--- config.mk ---
export PLATFORM = sky130hd
export DESIGN_NAME = sirv_queue_sched_flat
export DESIGN_NICKNAME = d
export VERILOG_FILES = /design/src/rtl/sirv_queue_sched_if.sv /design/src/rtl/sirv_queue_sched.sv /design/src/flat_wrapper.sv
export SDC_FILE = /design/constraint.sdc
export NUM_CORES = 1
export LEC_CHECK = 0
export CORE_MARGIN = 2
export CORE_UTILIZATION = 25
export DETAILED_ROUTE_END_ITERATION = 8
export GPL_TIMING_DRIVEN = 0
export PLACE_DENSITY = 0.86
export SLEW_MARGIN = 30
export SYNTH_ARGS = -nofsm -noshare
export SYNTH_HDL_FRONTEND = slang
export SYNTH_SLANG_ARGS = --single-unit
--- constraint.sdc ---
create_clock -name clock -period 2.9 [get_ports clock]
set_input_delay 0.29 -clock clock [delete_from_list [all_inputs] [get_ports clock]]
set_output_delay 0.29 -clock clock [all_outputs]
set_load 0.01 [all_outputs]
--- src/rtl/sirv_queue_sched_if.sv ---
// Handshake bundle between the queue scheduler and its producers, FIFO and consumer.
// The slave modport is the scheduler's view; master is the surrounding environment.
interface sirv_queue_sched_if #(
  parameter int unsigned DW = 8,
  parameter int unsigned CW = 4
);
  logic          io_req0_valid;
  logic          io_req0_ready;
  logic [DW-1:0] io_req0_bits;
  logic          io_req1_valid;
  logic          io_req1_ready;
  logic [DW-1:0] io_req1_bits;
  logic          io_q_enq_valid;
  logic          io_q_enq_ready;
  logic [DW-1:0] io_q_enq_bits;
  logic          io_q_deq_valid;
  logic          io_q_deq_ready;
  logic [CW-1:0] io_q_count;
  logic          io_cons_valid;
  logic          io_cons_ready;
  logic          io_flush_req;
  logic          io_flush_busy;
  logic [CW-1:0] io_txwm;
  logic          io_ip_txwm;

  modport slave (
    input  io_req0_valid, io_req0_bits, io_req1_valid, io_req1_bits,
    input  io_q_enq_ready, io_q_deq_valid, io_q_count, io_cons_ready,
    input  io_flush_req, io_txwm,
    output io_req0_ready, io_req1_ready, io_q_enq_valid, io_q_enq_bits,
    output io_q_deq_ready, io_cons_valid, io_flush_busy, io_ip_txwm
  );

  modport master (
    output io_req0_valid, io_req0_bits, io_req1_valid, io_req1_bits,
    output io_q_enq_ready, io_q_deq_valid, io_q_count, io_cons_ready,
    output io_flush_req, io_txwm,
    input  io_req0_ready, io_req1_ready, io_q_enq_valid, io_q_enq_bits,
    input  io_q_deq_ready, io_cons_valid, io_flush_busy, io_ip_txwm
  );
endinterface

--- src/rtl/sirv_queue_sched.sv ---
// TX queue scheduler: round-robin enqueue arbitration between two byte producers,
// flush sequencing that drains the FIFO away from the consumer, and low-watermark flag.
module sirv_queue_sched #(
  parameter int unsigned DW = 8,
  parameter int unsigned CW = 4
) (
  input  logic              clock,
  input  logic              reset,
  sirv_queue_sched_if.slave bus
);

  typedef enum logic [0:0] {StIdle, StFlush} state_e;

  state_e        r_state;
  state_e        w_state_next;
  logic          r_rr_last;
  logic          r_ip_txwm;
  logic          w_any_valid;
  logic          w_grant0;
  logic          w_grant1;
  logic          w_accept;
  logic [DW-1:0] w_bits;

  // rr_last names the requester served last, so on a tie the other one wins.
  assign w_any_valid = bus.io_req0_valid | bus.io_req1_valid;
  assign w_grant1    = bus.io_req1_valid & (~bus.io_req0_valid | ~r_rr_last);
  assign w_grant0    = bus.io_req0_valid & ~w_grant1;
  assign w_bits      = w_grant1 ? bus.io_req1_bits : bus.io_req0_bits;
  assign w_accept    = (r_state == StIdle) & w_any_valid & bus.io_q_enq_ready;

  always_ff @(posedge clock) begin
    if (reset) begin
      r_state <= StIdle;
    end else begin
      r_state <= w_state_next;
    end
  end

  always_comb begin
    w_state_next = r_state;
    unique case (r_state)
      StIdle:  if (bus.io_flush_req) w_state_next = StFlush;
      StFlush: if ((bus.io_q_count == '0) && !bus.io_q_deq_valid) w_state_next = StIdle;
      default: w_state_next = StIdle;
    endcase
  end

  always_comb begin
    bus.io_q_enq_valid = 1'b0;
    bus.io_q_enq_bits  = w_bits;
    bus.io_req0_ready  = 1'b0;
    bus.io_req1_ready  = 1'b0;
    bus.io_q_deq_ready = 1'b0;
    bus.io_cons_valid  = 1'b0;
    unique case (r_state)
      StIdle: begin
        bus.io_q_enq_valid = w_any_valid;
        bus.io_req0_ready  = w_grant0 & bus.io_q_enq_ready;
        bus.io_req1_ready  = w_grant1 & bus.io_q_enq_ready;
        bus.io_q_deq_ready = bus.io_cons_ready;
        bus.io_cons_valid  = bus.io_q_deq_valid;
      end
      StFlush: begin
        // Drain and discard; the consumer never sees these bytes.
        bus.io_q_deq_ready = 1'b1;
      end
      default: ;
    endcase
  end

  always_ff @(posedge clock) begin
    if (reset) begin
      r_rr_last <= 1'b1;
      r_ip_txwm <= 1'b0;
    end else begin
      if (w_accept) r_rr_last <= w_grant1;
      r_ip_txwm <= (bus.io_q_count < bus.io_txwm);
    end
  end

  assign bus.io_flush_busy = (r_state == StFlush);
  assign bus.io_ip_txwm    = r_ip_txwm;

endmodule

--- src/flat_wrapper.sv ---
// flat-port wrapper written by rule: the top's interface ports become plain ports
module sirv_queue_sched_flat 
#(
  parameter int unsigned DW = 8,
  parameter int unsigned CW = 4
)
  (clock, reset, bus_io_req0_valid, bus_io_req0_bits, bus_io_req1_valid, bus_io_req1_bits, bus_io_q_enq_ready, bus_io_q_deq_valid, bus_io_q_count, bus_io_cons_ready, bus_io_flush_req, bus_io_txwm, bus_io_req0_ready, bus_io_req1_ready, bus_io_q_enq_valid, bus_io_q_enq_bits, bus_io_q_deq_ready, bus_io_cons_valid, bus_io_flush_busy, bus_io_ip_txwm);
  sirv_queue_sched_if #(.DW(DW), .CW(CW)) bus_i ();
  input  logic clock;
  input  logic reset;
  input wire logic [$bits(bus_i.io_req0_valid)-1:0] bus_io_req0_valid;
  input wire logic [$bits(bus_i.io_req0_bits)-1:0] bus_io_req0_bits;
  input wire logic [$bits(bus_i.io_req1_valid)-1:0] bus_io_req1_valid;
  input wire logic [$bits(bus_i.io_req1_bits)-1:0] bus_io_req1_bits;
  input wire logic [$bits(bus_i.io_q_enq_ready)-1:0] bus_io_q_enq_ready;
  input wire logic [$bits(bus_i.io_q_deq_valid)-1:0] bus_io_q_deq_valid;
  input wire logic [$bits(bus_i.io_q_count)-1:0] bus_io_q_count;
  input wire logic [$bits(bus_i.io_cons_ready)-1:0] bus_io_cons_ready;
  input wire logic [$bits(bus_i.io_flush_req)-1:0] bus_io_flush_req;
  input wire logic [$bits(bus_i.io_txwm)-1:0] bus_io_txwm;
  output wire logic [$bits(bus_i.io_req0_ready)-1:0] bus_io_req0_ready;
  output wire logic [$bits(bus_i.io_req1_ready)-1:0] bus_io_req1_ready;
  output wire logic [$bits(bus_i.io_q_enq_valid)-1:0] bus_io_q_enq_valid;
  output wire logic [$bits(bus_i.io_q_enq_bits)-1:0] bus_io_q_enq_bits;
  output wire logic [$bits(bus_i.io_q_deq_ready)-1:0] bus_io_q_deq_ready;
  output wire logic [$bits(bus_i.io_cons_valid)-1:0] bus_io_cons_valid;
  output wire logic [$bits(bus_i.io_flush_busy)-1:0] bus_io_flush_busy;
  output wire logic [$bits(bus_i.io_ip_txwm)-1:0] bus_io_ip_txwm;
  assign bus_i.io_req0_valid = bus_io_req0_valid;
  assign bus_i.io_req0_bits = bus_io_req0_bits;
  assign bus_i.io_req1_valid = bus_io_req1_valid;
  assign bus_i.io_req1_bits = bus_io_req1_bits;
  assign bus_i.io_q_enq_ready = bus_io_q_enq_ready;
  assign bus_i.io_q_deq_valid = bus_io_q_deq_valid;
  assign bus_i.io_q_count = bus_io_q_count;
  assign bus_i.io_cons_ready = bus_io_cons_ready;
  assign bus_i.io_flush_req = bus_io_flush_req;
  assign bus_i.io_txwm = bus_io_txwm;
  assign bus_io_req0_ready = bus_i.io_req0_ready;
  assign bus_io_req1_ready = bus_i.io_req1_ready;
  assign bus_io_q_enq_valid = bus_i.io_q_enq_valid;
  assign bus_io_q_enq_bits = bus_i.io_q_enq_bits;
  assign bus_io_q_deq_ready = bus_i.io_q_deq_ready;
  assign bus_io_cons_valid = bus_i.io_cons_valid;
  assign bus_io_flush_busy = bus_i.io_flush_busy;
  assign bus_io_ip_txwm = bus_i.io_ip_txwm;
  sirv_queue_sched #(.DW(DW), .CW(CW)) u_core (.clock(clock), .reset(reset), .bus(bus_i));
endmodule
### Word level (Yosys, flattened, before mapping)

Cells that the tools add are included.

| cells by class | value |
|---|---|
| magnitude comparators | 1 |
| bitwise gates (word level) | 12 |
| reduce and logical (&&, ||, !) cells | 3 |
| mux-type cells | 9 |

Operators by type and width:

| kind | count |
|---|---|
| two-way mux 8 bit | 1 |
| AND 1 bit | 6 |
| two-way mux 1 bit | 6 |
| logical NOT 4 bit | 1 |
| < comparator 4 bit | 1 |
| inverter 1 bit | 4 |
| case mux 1 bit (2 select lines) | 2 |
| OR 1 bit | 2 |
| logical AND 1 bit | 1 |
| logical NOT 1 bit | 1 |

| storage, ports and cells | value |
|---|---|
| register bits | 3 |
| output and inout bits | 15 |
| word-level logic and storage cells | 28 |

### Logic depth before layout (Yosys ltp)

Gate-level depths: netlist of run 1.

| depth | value |
|---|---|
| word-level depth | 7 |
| gate-level depth with buffers | 4 |

### Worst setup path after synthesis of run 1

No wires, ideal clock.

| timing | value |
|---|---|
| path kind | register -> output |
| start point | register u_core.r_rr_last |
| end point | output port bus_io_q_enq_bits[0] |
| arrival time | 965 ps |
| slack | 1645 ps |
| stages on the path, launching flop included | 3 |
| cell sequence | dfxtp_1 a21boi_4 mux2_2 |

| on the way | value |
|---|---|
| cells in the longest elaborated chain, start to end | 4 |

RTL lines:

| item | line | source |
|---|---|---|
| from (decl) | sirv_queue_sched.sv:16 | `logic r_rr_last;` |
| from (signal assigned) | sirv_queue_sched.sv:76 | `if (w_accept) r_rr_last <= w_grant1;` |
| inverter 1 bit | sirv_queue_sched.sv:26 | `assign w_grant1 = bus.io_req1_valid & (~bus.io_req0_valid \| ~r_rr_last);` |
| OR 1 bit | sirv_queue_sched.sv:26 |  |
| AND 1 bit | sirv_queue_sched.sv:26 |  |
| two-way mux 8 bit | sirv_queue_sched.sv:28 | `assign w_bits = w_grant1 ? bus.io_req1_bits : bus.io_req0_bits;` |
| to (decl) | flat_wrapper.sv:24 | `output wire logic [$bits(bus_i.io_q_enq_bits)-1:0] bus_io_q_enq_bits;` |

No other way between the ends.

### Final worst setup path of run 1

| timing | value |
|---|---|
| start point | input port bus_io_req0_valid |
| end point | output port bus_io_q_enq_bits[3] |

| on the way | value |
|---|---|
| cells in the longest elaborated chain, start to end | 4 |

RTL lines:

| item | line | source |
|---|---|---|
| from (decl) | flat_wrapper.sv:11 | `input wire logic [$bits(bus_i.io_req0_valid)-1:0] bus_io_req0_valid;` |
| inverter 1 bit | sirv_queue_sched.sv:26 |  |
| OR 1 bit | sirv_queue_sched.sv:26 |  |
| AND 1 bit | sirv_queue_sched.sv:26 |  |
| two-way mux 8 bit | sirv_queue_sched.sv:28 |  |

No other way between the ends.

==> results.rst, run 1 <==
.. list-table::
   :header-rows: 1

   * - Metric
     - Value
   * - Post-Route Setup TNS
     - 0 ns
   * - Number of ports placed on the die boundary
     - 47
   * - First-pass GRT wire length
     - ~1800 um
   * - Number of flops mapped to enable cells by yosys
     - 0
   * - Unrepaired setup endpoints after global routing
     - no
   * - Number of distinct library cells after synthesis
     - 17
   * - CTS Buf Count
     - 3
   * - Total of hold buffers inserted after clock tree synthesis
     - 0
   * - Final net count
     - ~120
   * - Pin count of the biggest net entering global routing
     - 11
   * - Reg2Reg Depth
     - 3
   * - Final Hold Vio Count
     - 0
   * - Total gr overflow
     - 0
   * - Yosys reg bits
     - 3
   * - Path type of the worst min-delay path
     - reg2reg
   * - Final cycle utilization of the critical path
     - around four fifths
   * - Maximum clock insertion buffer count
     - 2
   * - Worst setup EP type
     - output port
   * - Wire length per cell
     - 11.4 um
   * - Via count of the first global-routing pass
     - just over 500
   * - Leakage dissipation
     - 0.000350 uW
   * - Std cell rows
     - 13
   * - Critical Path, Cell by Cell
     - clkdlybuf4s50_1 -> a21boi_4 -> mux2_2 -> clkdlybuf4s50_1
   * - Largest family of logic cells by synthesized area
     - simple AND/OR/NAND/NOR gates
   * - Count of pins over their slew limit
     - 0
   * - Largest driver fanout on the critical path
     - 10
   * - HPWL after detailed placement
     - 960 um
   * - Cell area after synthesis
     - 347 um^2
   * - Share of cells above drive strength 1
     - 19.5%
   * - Nature of the critical path startpoint
     - input pin
   * - Worst path most repeated cell
     - sky130_fd_sc_hd__clkdlybuf4s50_1
   * - PD cells
     - between 200 and 300 mW/mm^2
   * - Number of input and output port buffers inserted
     - 46
   * - Post-synthesis share of cell area spent on and, or, nand and nor gates
     - ~30%
   * - Biggest cell delay along the critical path
     - slightly below 0.5 ns
   * - Max capacitance violation total
     - 0
   * - Crit path required time
     - about 2.6 ns
   * - Maximum resistive drop on vdd
     - between 0.0002 and 0.0003 V
   * - Number of inserted filler cells in the final layout
     - roughly 120
   * - Overall routing resource usage
     - roughly 17%
   * - Initial cell density of the core
     - a little over a quarter
   * - CTS tree
     - built
   * - Routed vias
     - about 490
   * - Post-synthesis compound-gate area fraction
     - 11.9%
   * - Cell types with the highest counts after synthesis
     - sky130_fd_sc_hd__mux2_2 (8), sky130_fd_sc_hd__inv_1 (4), sky130_fd_sc_hd__nor2_1 (4)
   * - Timing-limited maximum frequency
     - roughly 440 MHz
   * - Die extent in x
     - 41.2 um
   * - Sequential cell area fraction in the yosys report
     - between 10% and 20%
   * - Crit path kind
     - in2out
   * - Outcome
     - finished, final reports clean
   * - Final setup violating endpoints
     - 0
   * - Top cells by area in the synthesized netlist
     - sky130_fd_sc_hd__mux2_2 (26%), sky130_fd_sc_hd__dfxtp_1 (17%), sky130_fd_sc_hd__ha_1 (11%)
   * - Prevailing post-synth register cell
     - sky130_fd_sc_hd__dfxtp_1
   * - Net count after synthesis
     - 72
   * - Synthesized area per cell
     - roughly 9.4 um^2
   * - Post-cts resize count
     - 0
   * - Final worst clock skew
     - a little under 0.0008 ns
   * - Mapped Cells
     - 37
   * - TritonCTS Sinks
     - 3
   * - Non-filler cells, final
     - between 100 and 150
   * - Skew-Pair Late Insertion Delay
     - ~0.23 ns
   * - Number of optimization iterations in the first detailed-route pass
     - 2
   * - Post-synthesis xor/xnor area fraction
     - 0%
   * - Worst EP arrival
     - 1.97 ns
   * - Placeable core area
     - between 0.001 and 0.0015 mm^2
   * - Drt first-iter violations
     - 1
   * - Area share of the largest cell type after synthesis
     - approximately 26%
   * - Multiplexer fraction of the synthesized cell area
     - about a quarter
   * - Initial antenna violation count
     - 0
   * - Adder and majority cell fraction of the synthesized area
     - 10.8%
   * - Die span in y
     - ~41 um
   * - Die area
     - between 0.0015 and 0.002 mm^2
   * - Worst Hold Depth
     - 1
   * - Area growth syn-to-layout
     - 146%
   * - Final period demand of the worst path
     - between 2 and 2.5 ns
   * - Synth area leader
     - sky130_fd_sc_hd__mux2_2
   * - Count of synthesis-stage warnings from yosys
     - 0
   * - Worst Max-Slew Pin Slew
     - just over 0.3 ns
   * - DRC viols
     - 0
   * - N_diodes
     - 0
   * - Remaining max-slew budget at the tightest pin
     - between 70% and 80%
   * - Routability-driven placement congestion ratio
     - about 0.65
   * - Worst hold slack across all endpoints
     - 0.543 ns
   * - Wire length reported by the detailed router
     - 1160 um
   * - Root buf cell
     - sky130_fd_sc_hd__clkbuf_4
   * - Highest-delay cell along the critical path
     - sky130_fd_sc_hd__clkdlybuf4s50_1
   * - Post-DRT Antenna Nets
     - 0
   * - Number of levels in the clock H-tree
     - 1
   * - Library cell with the highest instance count after synthesis
     - sky130_fd_sc_hd__mux2_2
   * - Clock transition time at the flip-flop clock pins of the worst setup and hold paths
     - ~0.040 ns
   * - Post-DR vias/cell
     - between 4 and 5
   * - Number of placed cells counting well taps
     - between 90 and 100
   * - Ys async rst share
     - 0%
   * - Design Power
     - between 200 and 250 uW
   * - Postcts setup bufs
     - 0
placed cells by master (no fill, tap or decap), types with 2 or more instances in the layout:
master	instances
sky130_fd_sc_hd__dfxtp_1	3
sky130_fd_sc_hd__a211o_1	2
sky130_fd_sc_hd__clkbuf_4	3
sky130_fd_sc_hd__nor2_1	4
sky130_fd_sc_hd__nor4_1	2
sky130_fd_sc_hd__inv_1	4
sky130_fd_sc_hd__ha_1	3
sky130_fd_sc_hd__clkdlybuf4s50_1	46
sky130_fd_sc_hd__mux2_2	8
sky130_fd_sc_hd__nor3_1	2
state kept, by name, summed over array words and instances (netlist names):
register	flops
u_core.bus.io_flush_busy	1
u_core.bus.io_ip_txwm	1
u_core.r_rr_last	1
report_power, final:
| part | internal, uW | total, uW | switching (uW) |
|---|---|---|---|
| logic | 84.5 | 120 | 35.5 |
| clock network | 51.7 | 75.9 | 24.1 |
| registers | 45.5 | 49.0 | 3.45 |
worst paths after layout:
path / endpoint / slack (ns) / from
hold reg to reg: u_core.r_rr_last / 0.54 / u_core.r_rr_last
setup / recovery: bus_io_q_enq_bits[3] / 0.64 / bus_io_req0_valid
hold / removal: u_core.r_rr_last / 0.54 / u_core.r_rr_last
setup reg to reg: u_core.bus.io_flush_busy / 1.68 / u_core.bus.io_flush_busy
cell type report:
| cell class | count | area [um^2] | share of cell area [%] |
|---|---|---|---|
| clock buffers | 4 | 26.3 | 3.08 |
| inverters | 4 | 15.0 | 1.76 |
| multi-input cells | 30 | 272 | 31.9 |
| flip-flops and latches | 3 | 60.1 | 7.05 |
| well taps | 15 | 18.8 | 2.20 |
| repair buffers | 46 | 460 | 54.0 |
through the flow:
stage | utilization [%] | cell area (um^2) | setup slack, ns
finish | 65.5 | 852 | 0.637
global route | 65.5 | 852 | 0.555
CTS | 65.5 | 852 | 0.611
detailed placement | 63.5 | 826 | 0.612
global placement | 63.5 | 826 | 0.624
floorplan | - | 347 | 1.65
routing by layer:
layer	GRT usage, %	up-vias	part of all wire, %
met5	0	-	0
met4	7.26	0	0
met3	12.5	0	20
met2	27.3	42	44
met1	15.9	207	36
li1	-	236	-
kinds of logic after synthesis:
group / Yosys count
and+or+nand+nor: 15
muxes: 8
AOI/OAI and AO/OA: 4
buffers and inverters: 4
adders and majority gates: 3
DFF: 3
critical path: cells and delay by family:
kind                   cells  cell delay [ns]
buffers and inverters      2             0.97
muxes                      1             0.37
AOI/OAI and AO/OA          1             0.34
Power figures use the tool's default switching activity.
==> run 2: changes to the inputs <==
CORE_UTILIZATION = 21   (was 25)
PLACE_DENSITY = 0.77   (was 0.86)
clock period = 1.9 ns   (was 2.9 ns; I/O delays follow)
==> results.rst, run 2 (synthesized netlist as in run 1, its figures left out) <==
.. list-table::
   :header-rows: 1

   * - Metric
     - Value
   * - Outcome
     - finished, final reports clean
   * - Via count of the first global-routing pass
     - 482 (-6.9%)
   * - PD cells
     - 427 mW/mm^2 (+49%)
   * - Final period demand of the worst path
     - 1.85 ns
   * - N_diodes
     - 0 (unchanged)
   * - Maximum resistive drop on vdd
     - 0.000270 V (+5.9%)
   * - CTS tree
     - built
   * - Die span in y
     - 44.6 um (+8.2%)
   * - Worst slack after detailed placement
     - -0.193 ns (-0.805 ns)
   * - Crit path required time
     - 1.71 ns (-0.90 ns)
   * - Number of inserted filler cells in the final layout
     - 157 (+33%)
   * - DRC viols
     - 0 (unchanged)
   * - Wire length reported by the detailed router
     - 1330 um (+15%)
   * - Drt first-iter violations
     - 1 (unchanged)
   * - Placeable core area
     - 0.00152 mm^2 (+17%)
   * - Total routed wire length on the met1 layer
     - 517 um (+22%)
   * - Nature of the critical path startpoint
     - input pin
   * - Total gr overflow
     - 0 (unchanged)
   * - Power share of the clock group
     - 30.7% (-0.3 points)
   * - Net switching power figure
     - 96.5 uW (+53%)
   * - Final cycle utilization of the critical path
     - between 90% and 100%
   * - Most frequent standard cell in the layout excluding fill and tap cells
     - sky130_fd_sc_hd__clkdlybuf4s50_1
   * - Number of optimization iterations in the first detailed-route pass
     - 5 (+3)
   * - CTS Buf Count
     - 3 (unchanged)
   * - Count of pins over their slew limit
     - 0 (unchanged)
   * - End point of the most critical hold path
     - u_core.bus.io_flush_busy
   * - Maximum clock insertion buffer count
     - 2 (unchanged)
   * - Highest routed layer
     - met4
   * - Post-route design area
     - 862 um^2 (+1.2%)
   * - Skew-Pair Late Insertion Delay
     - 0.23 ns (about the same)
   * - Switching part of the total power
     - 26.2% (+0.44 points)
   * - Pin count of the biggest net entering global routing
     - 11 (unchanged)
   * - Cell Area, Placed
     - 827 um^2 (+0.15%)
   * - Leakage dissipation
     - 0.000373 uW (+6.8%)
   * - Remaining max-slew budget at the tightest pin
     - 83.8% (+4.0 points)
   * - Internal power summed over all cells
     - 272 uW (+50%)
   * - Routability-driven placement congestion ratio
     - 0.606 (-6.4%)
   * - Worst Max-Slew Pin Slew
     - 0.241 ns (-0.0611 ns)
   * - Std cell rows
     - 14 (+1)
   * - First-pass GRT wire length
     - 2080 um (+14%)
   * - Origin of the worst min-delay path
     - bus_io_flush_req
   * - Total of hold buffers inserted after clock tree synthesis
     - 0 (unchanged)
   * - Post-DR vias/cell
     - 4.40 (-7.4%)
   * - Clock transition time at the flip-flop clock pins of the worst setup and hold paths
     - 0.04 ns (about the same)
   * - Worst reg2reg setup slack
     - 0.68 ns (-1.00 ns)
   * - Top library cells by usage in the layout, fill and taps aside
     - sky130_fd_sc_hd__clkdlybuf4s50_1 (37), sky130_fd_sc_hd__dlygate4sd2_1 (9), sky130_fd_sc_hd__mux2_2 (8), sky130_fd_sc_hd__inv_1 (4), sky130_fd_sc_hd__nor2_1 (4)
   * - Largest driver fanout on the critical path
     - 10 (unchanged)
   * - Timing-limited maximum frequency
     - around 540 MHz
   * - Worst EP arrival
     - 1.66 ns (-0.31 ns)
   * - Final net count
     - 124 (+0.81%)
   * - Fraction of the core area covered by cells at the end of the flow
     - 56.6% (-8.9 points)
   * - Initial cell density of the core
     - 22.7% (-3.9 points)
   * - Routed vias
     - 458 (-5.6%)
   * - Share of cells above drive strength 1
     - 20.5% (+0.91 points)
   * - Area growth syn-to-layout
     - 149%
   * - Capture instance of the worst register-to-register path
     - u_core.bus.io_flush_busy
   * - Fraction of power consumed by combinational cells
     - 49.0% (about the same)
   * - TritonCTS Sinks
     - 3 (unchanged)
   * - Root buf cell
     - sky130_fd_sc_hd__clkbuf_4
   * - Reg2Reg Depth
     - 3 (unchanged)
   * - HPWL after detailed placement
     - 1130 um (+18%)
   * - Final WS setup
     - 0.0478 ns (-0.589 ns)
   * - Sequential cell fraction of total power
     - 20.3% (+0.3 points)
   * - Die area
     - 0.00199 mm^2 (+17%)
   * - Wire length per cell
     - 12.8 um (+13%)
   * - Number of levels in the clock H-tree
     - 1 (unchanged)
   * - Path type of the worst min-delay path
     - in2reg
   * - Crit path kind
     - in2out
   * - Final worst clock skew
     - 0.00339 ns (+0.00260 ns)
   * - Number of ports placed on the die boundary
     - 47 (unchanged)
   * - Max capacitance violation total
     - 0 (unchanged)
   * - Number of input and output port buffers inserted
     - 46 (unchanged)
   * - Die extent in x
     - 44.6 um (+8.2%)
   * - Worst Hold Depth
     - 3 (+2)
   * - Routed length on met2
     - 730 um (+44%)
   * - Initial antenna violation count
     - 0 (unchanged)
   * - Worst setup EP type
     - output port
   * - Overall routing resource usage
     - 14.7% (-2.1 points)
   * - Worst reg2reg path startpoint
     - u_core.bus.io_flush_busy
   * - Final setup violating endpoints
     - 0 (unchanged)
   * - Met3 routed wirelength
     - 72 um (-68%)
   * - Unrepaired setup endpoints after global routing
     - no
   * - Post-DRT Antenna Nets
     - 0 (unchanged)
   * - Final Hold Vio Count
     - 0 (unchanged)
   * - Post-Route Setup TNS
     - 0 ns (unchanged)
## run 2: worst max path at each step
stage / from / to / slack (ns) / cells past startpoint
final: bus_io_req1_valid / bus_io_q_enq_bits[5] / 0.05 / 5
after global routing: bus_io_req1_valid / bus_io_q_enq_bits[5] / 0.01 / 5
after CTS: bus_io_req1_valid / bus_io_q_enq_bits[6] / 0.06 / 5
after detailed placement: bus_io_req1_valid / bus_io_q_enq_bits[2] / -0.19 / 4
after global placement: bus_io_req1_valid / bus_io_q_enq_bits[5] / -0.19 / 4
after floorplan: u_core.bus.io_flush_busy / u_core.bus.io_flush_busy / 0.73 / 3
## run 2: stage by stage
step | cells | power, uW | hold slack (ns)
2_1_floorplan | 37 | 136 | 0.269
3_3_place_gp | 99 | 259 | 0.531
3_5_place_dp | 99 | 262 | 0.557
4_1_cts | 104 | 375 | 0.558
5_1_grt | 104 | 398 | 0.556
6_report | 104 | 368 | 0.550
## run 2: timing repair
| action | in CTS | in global routing |
|---|---|---|
| setup endpoints to repair | 9 | 0 |
| resized for setup | 9 | 0 |
| setup buffers | 1 | 0 |
| endpoints found under the hold margin | 0 | 0 |
## run 2: critical path: stages
cell and delay [ns]:
sky130_fd_sc_hd__clkdlybuf4s50_1 0.51, sky130_fd_sc_hd__a21boi_4 0.20, sky130_fd_sc_hd__buf_12 0.14, sky130_fd_sc_hd__mux2_2 0.33, sky130_fd_sc_hd__dlygate4sd2_1 0.28
## run 2: routing by layer
layer	GRT usage, %	vias up
met2	26.4	13
met3	3.27	2
met5	0	-
met1	15.3	204
met4	9.09	0
li1	-	239
## run 2: cell type report
| class | count | area, um^2 | share of cell area (%) |
|---|---|---|---|
| Inverter | 4 | 15.0 | 1.74 |
| Tap cell | 16 | 20.0 | 2.32 |
| Multi-Input combinational cell | 30 | 272 | 31.5 |
| Sequential cell | 3 | 60.1 | 6.97 |
| Clock buffer | 4 | 26.3 | 3.05 |
| Timing Repair Buffer | 47 | 469 | 54.4 |
## run 2: power groups by stage
stage	Sequential, uW	Combinational [uW]	Clock, uW
finish	74.7	180	113
global route	76.0	194	128
global placement	75.6	183	0
CTS	75.0	182	118
detailed placement	75.9	186	0
floorplan	77.2	59.1	0
==> run 3: changes to the inputs <==
CORE_UTILIZATION = 22   (was 21)
CTS_BUF_LIST = sky130_fd_sc_hd__clkbuf_4   (was not set)
PLACE_DENSITY = 0.8   (was 0.77)
==> results.rst, run 3 (synthesized netlist as in run 1, its figures left out) <==
.. list-table::
   :header-rows: 1

   * - Metric
     - Value
   * - Outcome
     - finished, final reports clean
   * - Critical Path, Cell by Cell
     - a21boi_4 -> buf_4 -> mux2_2 -> dlygate4sd2_1
   * - Maximum resistive drop on vdd
     - 0.000285 V (+5.7%)
   * - Placeable core area
     - 0.00149 mm^2 (-2.3%)
   * - Pin count of the biggest net entering global routing
     - 10 (-1)
   * - CTS tree
     - built
   * - Count of pins over their slew limit
     - 0 (unchanged)
   * - Routed vias
     - 483 (+5.5%)
   * - Highest-delay cell along the critical path
     - sky130_fd_sc_hd__dfxtp_1
   * - Remaining max-slew budget at the tightest pin
     - 84.6% (+0.82 points)
   * - Wire length reported by the detailed router
     - 1370 um (+2.8%)
   * - Worst EP arrival
     - 1.50 ns (-0.16 ns)
   * - Cell Area, Placed
     - 827 um^2 (unchanged)
   * - Worst reg2reg path startpoint
     - u_core.bus.io_flush_busy
   * - Crit path kind
     - reg2out
   * - Post-Route Setup TNS
     - 0 ns (unchanged)
   * - Multi-input logic area
     - 272 um^2 (unchanged)
   * - Crit path max-delay family
     - buffers and inverters
   * - Register area
     - 60.1 um^2 (unchanged)
   * - End point of the most critical hold path
     - u_core.r_rr_last
   * - Origin of the worst min-delay path
     - bus_io_req0_valid
   * - Final cycle utilization of the critical path
     - 89.2% (-8.3 points)
   * - Post-route design area
     - 878 um^2 (+1.9%)
   * - Wire length per cell
     - 13.1 um (+1.9%)
   * - Worst setup EP type
     - output port
   * - Nature of the critical path startpoint
     - flip-flop
   * - Final net count
     - 125 (+0.81%)
   * - Post-DR vias/cell
     - 4.60 (+4.5%)
   * - Maximum clock insertion buffer count
     - 2 (unchanged)
   * - Routability-driven placement congestion ratio
     - 0.715 (+18%)
   * - Post-DRT Antenna Nets
     - 0 (unchanged)
   * - DRC viols
     - 0 (unchanged)
   * - Leakage dissipation
     - 0.000400 uW (+7.2%)
   * - Timing-limited maximum frequency
     - 590 MHz (+9.3%)
   * - Initial cell density of the core
     - 23.3% (+0.54 points)
   * - Die extent in x
     - 43.7 um (-2.1%)
   * - Die area
     - 0.00191 mm^2 (-4.1%)
   * - HPWL after detailed placement
     - 1130 um (-0.46%)
   * - Reg2Reg Depth
     - 3 (unchanged)
   * - Share of cells above drive strength 1
     - 22.5% (+2.0 points)
   * - Worst Max-Slew Pin Slew
     - 0.229 ns (-0.0121 ns)
   * - Number of input and output port buffers inserted
     - 46 (unchanged)
   * - Most frequent standard cell in the layout excluding fill and tap cells
     - sky130_fd_sc_hd__clkdlybuf4s50_1
   * - Worst reg2reg setup slack
     - 0.67 ns (about the same)
   * - Number of inserted filler cells in the final layout
     - 136 (-13%)
   * - CTS Buf Count
     - 3 (unchanged)
   * - Area growth syn-to-layout
     - 153%
   * - Initial antenna violation count
     - 0 (unchanged)
   * - Max capacitance violation total
     - 0 (unchanged)
   * - Final setup violating endpoints
     - 0 (unchanged)
   * - Capture instance of the worst register-to-register path
     - u_core.bus.io_flush_busy
   * - Clock transition time at the flip-flop clock pins of the worst setup and hold paths
     - 0.03 ns (about the same)
   * - TritonCTS Sinks
     - 3 (unchanged)
   * - Skew-Pair Late Insertion Delay
     - 0.24 ns (about the same)
   * - Final period demand of the worst path
     - 1.69 ns (-0.158 ns)
   * - Total of hold buffers inserted after clock tree synthesis
     - 0 (unchanged)
   * - Worst Hold Depth
     - 3 (unchanged)
   * - Worst slack after detailed placement
     - -0.216 ns (-0.0231 ns)
   * - PD cells
     - 441 mW/mm^2 (+3.1%)
   * - Path type of the worst min-delay path
     - in2reg
   * - Number of levels in the clock H-tree
     - 1 (unchanged)
   * - Biggest cell delay along the critical path
     - 0.33 ns (-0.18 ns)
   * - Unrepaired setup endpoints after global routing
     - no
   * - Final worst clock skew
     - 0.000484 ns (-0.00291 ns)
   * - Number of buffers and inverters on the critical path
     - 2 (-1)
   * - Root buf cell
     - sky130_fd_sc_hd__clkbuf_4
   * - Largest driver fanout on the critical path
     - 3 (-7)
   * - Total gr overflow
     - 0 (unchanged)
   * - N_diodes
     - 0 (unchanged)
   * - Die span in y
     - 43.7 um (-2.1%)
   * - Final WS setup
     - 0.206 ns (+0.158 ns)
   * - Drt first-iter violations
     - 1 (unchanged)
   * - Std cell rows
     - 14 (unchanged)
   * - Number of ports placed on the die boundary
     - 47 (unchanged)
   * - Final Hold Vio Count
     - 0 (unchanged)
   * - Via count of the first global-routing pass
     - 523 (+8.5%)
   * - Overall routing resource usage
     - 16.8% (+2.1 points)
   * - Number of optimization iterations in the first detailed-route pass
     - 2 (-3)
   * - First-pass GRT wire length
     - 2280 um (+10%)
   * - Top library cells by usage in the layout, fill and taps aside
     - sky130_fd_sc_hd__clkdlybuf4s50_1 (35), sky130_fd_sc_hd__dlygate4sd2_1 (9), sky130_fd_sc_hd__mux2_2 (8)
   * - Crit path required time
     - 1.71 ns (about the same)
## run 3: worst max-delay path by stage
stage	from	end	slack, ns	depth (start not counted)
finish	u_core.r_rr_last	bus_io_q_enq_bits[0]	0.21	4
global placement	bus_io_req1_valid	bus_io_q_enq_bits[4]	-0.20	4
detailed placement	bus_io_req1_valid	bus_io_q_enq_bits[1]	-0.22	4
global route	u_core.r_rr_last	bus_io_q_enq_bits[1]	0.14	4
CTS	bus_io_req1_valid	bus_io_q_enq_bits[1]	0.05	5
floorplan	u_core.bus.io_flush_busy	u_core.bus.io_flush_busy	0.73	3
## run 3: worst min-delay path: cells and delay by family
family	cells	cell delay (ns)
buf+inv	1	0.17
compound gates	1	0.12
simple gates	1	0.12
## run 3: cell type report
cell class              count  area share [%]
flip-flops and latches      3            6.84
inverters                   4            1.71
multi-input cells          30            30.9
well taps                  16            2.28
clock buffers               4            3.42
repair buffers             48            54.8
## run 3: metal layers
metal | global-route usage, % | routed length [um]
met3 | 6.67 | 102
met4 | 9.09 | 35
met5 | 0 | 0
met1 | 18.4 | 517
met2 | 27.6 | 716
## run 3: power by group
part           internal, uW  switching [uW]
sequential             69.6            5.29
combinational           125            57.6
clock                  93.1            36.8
total                   287            99.7
## run 3: per-stage QoR
stage,hold WS (ns),total power (uW),std cells,util (%)
floorplan,0.269,136,37,-
global placement,0.527,259,99,55.5
detailed placement,0.535,262,99,55.5
CTS,0.544,393,105,58.7
global route,0.408,417,105,59.0
finish,0.388,387,105,59.0
## run 3: repair_timing
action,4_1_cts,5_1_grt
setup endpoints to repair,9,8
gates resized for setup,9,2
buffers inserted,2,0
